[config.mk]
export PLATFORM = sky130hd
export DESIGN_NAME = mbus_timer
export DESIGN_NICKNAME = d
export VERILOG_FILES = /design/src/rtl/mbus_timer.sv
export SDC_FILE = /design/constraint.sdc
export NUM_CORES = 1
export LEC_CHECK = 0
export CAP_MARGIN = 5
export CORE_ASPECT_RATIO = 0.6
export CORE_MARGIN = 3
export CORE_UTILIZATION = 40
export DETAILED_ROUTE_END_ITERATION = 7
export PLACE_DENSITY_LB_ADDON = 0.08
export RECOVER_POWER = 25
export SLEW_MARGIN = 20
export SYNTH_ARGS = -nofsm -noshare
export SYNTH_HDL_FRONTEND = slang
export SYNTH_SLANG_ARGS = --single-unit
[constraint.sdc]
create_clock -name clk -period 4.8 [get_ports clk]
set_input_delay 1.44 -clock clk [delete_from_list [all_inputs] [get_ports clk]]
set_output_delay 1.44 -clock clk [all_outputs]
set_load 0.005 [all_outputs]
[src/rtl/mbus_timer.sv]
// Memory-mapped down-counter timer with prescaler, auto-reload and overflow interrupt.
// Register reads are combinational; all state updates happen on the rising clock edge.
module mbus_timer #(
  parameter int unsigned          WIDTH     = 32,
  parameter int unsigned          ADDR_SIZE = 32,
  parameter logic [ADDR_SIZE-1:0] BASE      = ADDR_SIZE'(32'hFFFF_FF00)
) (
  input  logic                 clk,
  input  logic                 reset,
  input  logic [ADDR_SIZE-1:0] mbus_ain,
  input  logic [WIDTH-1:0]     mbus_din,
  input  logic                 mbus_wen,
  output logic [WIDTH-1:0]     mbus_dout,
  output logic                 mbus_sel,
  output logic                 irq
);

  localparam logic [3:0] OFF_CTRL  = 4'd0;
  localparam logic [3:0] OFF_AR    = 4'd1;
  localparam logic [3:0] OFF_CNT   = 4'd2;
  localparam logic [3:0] OFF_STAT  = 4'd3;
  localparam logic [3:0] OFF_PRESC = 4'd4;

  logic             run, reload, irqen, ov;
  logic [WIDTH-1:0] ar, cnt, presc, psc;

  logic [3:0] off;
  logic       we;
  logic       wr_ctrl, wr_ar, wr_cnt, wr_stat, wr_presc;
  logic       tick, underflow, cnt_upd;

  assign off      = mbus_ain[3:0];
  assign mbus_sel = (mbus_ain[ADDR_SIZE-1:4] == BASE[ADDR_SIZE-1:4]);
  assign we       = mbus_sel & mbus_wen;

  assign wr_ctrl  = we && (off == OFF_CTRL);
  assign wr_ar    = we && (off == OFF_AR);
  assign wr_cnt   = we && (off == OFF_CNT);
  assign wr_stat  = we && (off == OFF_STAT);
  assign wr_presc = we && (off == OFF_PRESC);

  assign tick      = run && (psc == presc);
  assign underflow = tick && (cnt == '0);
  // A CTRL write that stops the timer cancels this tick's counter update, not its OV.
  assign cnt_upd   = tick && !(wr_ctrl && !mbus_din[0]);

  always_ff @(posedge clk or negedge reset) begin
    if (!reset) begin
      run    <= 1'b0;
      reload <= 1'b0;
      irqen  <= 1'b0;
      ov     <= 1'b0;
      ar     <= '0;
      cnt    <= '0;
      presc  <= '0;
      psc    <= '0;
    end else begin
      if (!run || wr_presc || tick) psc <= '0;
      else                          psc <= psc + WIDTH'(1);

      if (wr_ctrl) begin
        run    <= mbus_din[0];
        reload <= mbus_din[1];
        irqen  <= mbus_din[2];
      end else if (underflow && !reload) begin
        run <= 1'b0;
      end

      if (wr_ar)    ar    <= mbus_din;
      if (wr_presc) presc <= mbus_din;

      if (wr_cnt) begin
        cnt <= mbus_din;
      end else if (cnt_upd) begin
        if (cnt != '0)  cnt <= cnt - WIDTH'(1);
        else if (reload) cnt <= ar;
      end

      if (underflow)                     ov <= 1'b1;
      else if (wr_stat && mbus_din[0])   ov <= 1'b0;
    end
  end

  assign irq = ov & irqen;

  always_comb begin
    mbus_dout = '0;
    if (mbus_sel) begin
      case (off)
        OFF_CTRL:  mbus_dout = WIDTH'({irqen, reload, run});
        OFF_AR:    mbus_dout = ar;
        OFF_CNT:   mbus_dout = cnt;
        OFF_STAT:  mbus_dout = WIDTH'(ov);
        OFF_PRESC: mbus_dout = presc;
        default:   mbus_dout = '0;
      endcase
    end
  end

endmodule

==> qor.yml <==
run_status:
  run_status: "finished with violations"
  violations: "capacitance limit, slew limit"
clocking:
  tritoncts: "built"
  cts_buffer_depth: 2
  cts_buffers: 17
  root_buffer: "clkbuf_16"
  clock_latency_ps: 430
  clk_pin_slew_ps: 60
  htreeDepth: 4
  clkSinkCount: 132
detailed_routing:
  drtIter0Drc: 745
  routed_wl_um: 25300
  drt_first_pass_iters: 6
  drc: 0
  wl_per_cell_um: 21.5
  drtAntennaViolNets: 0
  vias_per_cell: 5.86
  vias: 6870
logic_synthesis:
  syn_inst: 779
  syn_avg_cell_area_um2: 9.61
  synth_ff_type: "dfrtp_1"
  ys_ff_latch: 132
  yosysTopAreaCell: "dfrtp_1"
  synth_async_sr_flop_share: 1.00
  synth-edff-count: 0
  yosysTopAreaCellShare: 0.441
  yosysSeqAreaShare: 0.441
  ys_warn_count: 0
  synthTopCellsByArea: "dfrtp_1 44%, mux2_2 9.9%, nor2_1 5.5%"
  mappedNetlistArea_mm2: 0.00749
  synth_nets: 849
  synth_cell_types: 55
min_path:
  min_path_type: "register to register"
place:
  io_buffers: 100
  hpwl_um: 18100
  placedCellCount: 1119
  pre_cts_ws_ps: -471
  routabilityCongestion: 0.941
floorplan:
  start_util: 0.411
  fp.dieW_um: 183
  core-area_mm2: 0.0182
  dieArea_mm2: 0.0204
  rows: 38
  die_y_um: 112
  io-pin-count: 101
global_routing:
  grt_pass1_wl_um: 39300
  grt_max_degree: 102
  antenna_found_initial: 0
  grt_pass1_vias: 6826
  grt_usage: 0.249
  grt_overflow_total: 0
worst_setup_path:
  crit_required_ps: 3360
  cp-end-kind: "output pin"
  crit_fanout: 17
  crit_type: "input port to output pin"
  critPathLaunchType: "input port"
  worstPathArrival_ps: 3300
  regToRegSetupSlack_ps: 1350
finish:
  area_growth_pct: 36.3
  antennaDiodeCount: 0
  final_cells: 1173
  layout-drive-gt1-share: 0.247
  fin_nets: 990
  fin_util: 0.560
power_and_ir_drop:
  max-vdd-ir-drop_mv: 0.250
  powerDensity_mw_per_mm2: 271
  leakagePower_uw: 0.00449
sta:
  fmax_mhz: 211
  layout_setup_ws_ps: 57.0
  fin_skew_ps: 8.25
  slew_violations: 102
  period_minus_slack_ps: 4740
  timing.slew.headroom: -0.773
  fin_crit_sh: 0.988
  finalSetupViolCount: 0
  tightest_slew_ps: 2660
  hold_viol_final: 0
flow_run:
  cap_violations: 1
## placed cells by master (no fill, tap or decap), types with 3 or more instances in the layout
| master | instances |
|---|---|
| mux2_2 | 66 |
| mux2i_1 | 5 |
| clkdlybuf4s15_1 | 7 |
| nor2_2 | 12 |
| o211ai_1 | 11 |
| xnor2_1 | 36 |
| and2_1 | 5 |
| a221o_1 | 6 |
| dfrtp_1 | 132 |
| nand4_1 | 21 |
| or4_1 | 3 |
| nor4b_1 | 4 |
| a21oi_1 | 28 |
| nor2_1 | 97 |
| buf_4 | 55 |
| ha_1 | 3 |
| clkdlybuf4s15_2 | 23 |
| dlymetal6s2s_1 | 19 |
| inv_1 | 9 |
| or3_1 | 13 |
| nor4_1 | 18 |
| nand3_1 | 21 |
| and3_1 | 6 |
| o21ai_0 | 23 |
| o41ai_1 | 3 |
| o22ai_1 | 4 |
| clkinv_4 | 3 |
| clkdlybuf4s50_1 | 47 |
| nand2_1 | 58 |
| buf_12 | 13 |
| bufinv_16 | 6 |
| clkbuf_16 | 18 |
| and4_1 | 3 |
| xor2_1 | 42 |
| nor3_1 | 21 |
| a222oi_1 | 32 |
## synth_stat cells, types with 7 or more instances
library cell / instances
nor4_1: 19
nand4_1: 21
nor2_1: 110
xnor2_1: 36
o211ai_1: 11
nand2_1: 60
nand3_1: 21
clkbuf_1: 43
o21ai_0: 24
inv_1: 9
xor2_1: 42
a222oi_1: 32
nor3_1: 22
mux2_2: 66
or3_1: 14
and3_1: 7
a21oi_1: 29
dfrtp_1: 132
## repair_timing
action / 4_1_cts / 5_1_grt
endpoints found under the hold margin: 0 / 0
cloned: 0 / 1
endpoints found under the setup margin: 33 / 156
resized for setup: 118 / 33
setup buffers: 19 / 3
hold buffers: 0 / 0
pin swaps: 4 / 11
## metal layers
| metal | vias to the layer above | wire, um | GRT usage | share of wire |
|---|---|---|---|---|
| li1 | 3159 | - | - | - |
| met1 | 3431 | 12400 | 0.372 | 0.49 |
| met2 | 240 | 10700 | 0.350 | 0.42 |
| met3 | 40 | 1710 | 0.0656 | 0.067 |
| met4 | 0 | 516 | 0.0766 | 0.020 |
| met5 | - | 0 | 0 | 0 |
## worst max-delay path: stages
cell             delay, ps
dlymetal6s2s_1         120
or4b_4                 550
nor4_4                 260
buf_4                  160
and3_4                 190
o21ai_4                 80
buf_12                 160
nor2_2                 120
clkdlybuf4s15_2        210
## where the power goes
| group | switching, uW | leakage [uW] | internal (uW) |
|---|---|---|---|
| Combinational | 61.8 | 0.00244 | 65.9 |
| Sequential | 0.0000861 | 0.00171 | 1110 |
| Clock | 519 | 0.000326 | 1000 |
## layout make-up
type | count | area, um2
flip-flops and latches | 132 | 3300
well taps | 240 | 300
fillers | 1583 | 8010
clock inverters | 12 | 226
inverters | 9 | 33.8
multi-input cells | 588 | 4090
repair buffers | 172 | 1800
clock buffers | 20 | 457
## worst paths after layout
kind	start	to	cells past startpoint
worst max register to register	cnt[20]	cnt[31]	8
max in group asynchronous	reset	ar[5]	1
worst min register to register	ar[0]	ar[0]	2
worst max-delay path	mbus_ain[7]	mbus_dout[13]	9
worst min-delay path	ar[0]	ar[0]	2
min in group asynchronous	reset	psc[24]	1
## kinds of logic (layout without fill, tap and decap cells)
| group | count (synthesis) | after routing | synth area share |
|---|---|---|---|
| XOR/XNOR | 78 | 78 | 0.0912 |
| multiplexers | 71 | 71 | 0.106 |
| AND/OR/NAND/NOR | 306 | 306 | 0.199 |
| buffers and inverters | 59 | 213 | 0.0304 |
| AO/OA/AOI/OAI | 130 | 130 | 0.127 |
| flip-flops | 132 | 132 | 0.441 |
| adder cells (fa/ha/maj) | 3 | 3 | 0.00501 |
## state kept, by name (all words and copies together) (netlist names)
name and flops:
psc 32, ar 32, irqen 1, reload 1, run 1, presc 32
ov 1, cnt 32
## through the flow
| stage | power [uW] | setup TNS, ps | hold slack (ps) | cell area [um2] |
|---|---|---|---|---|
| finish | 2760 | 0 | 523 | 10200 |
| global route | 2840 | -549 | 551 | 10200 |
| CTS | 2780 | -203 | 528 | 10100 |
| detailed placement | 1260 | -14090 | 517 | 9120 |
| global placement | 1260 | -14210 | 508 | 9120 |
| floorplan | 1150 | 0 | 473 | 7490 |
Power figures use the tool's default switching activity.
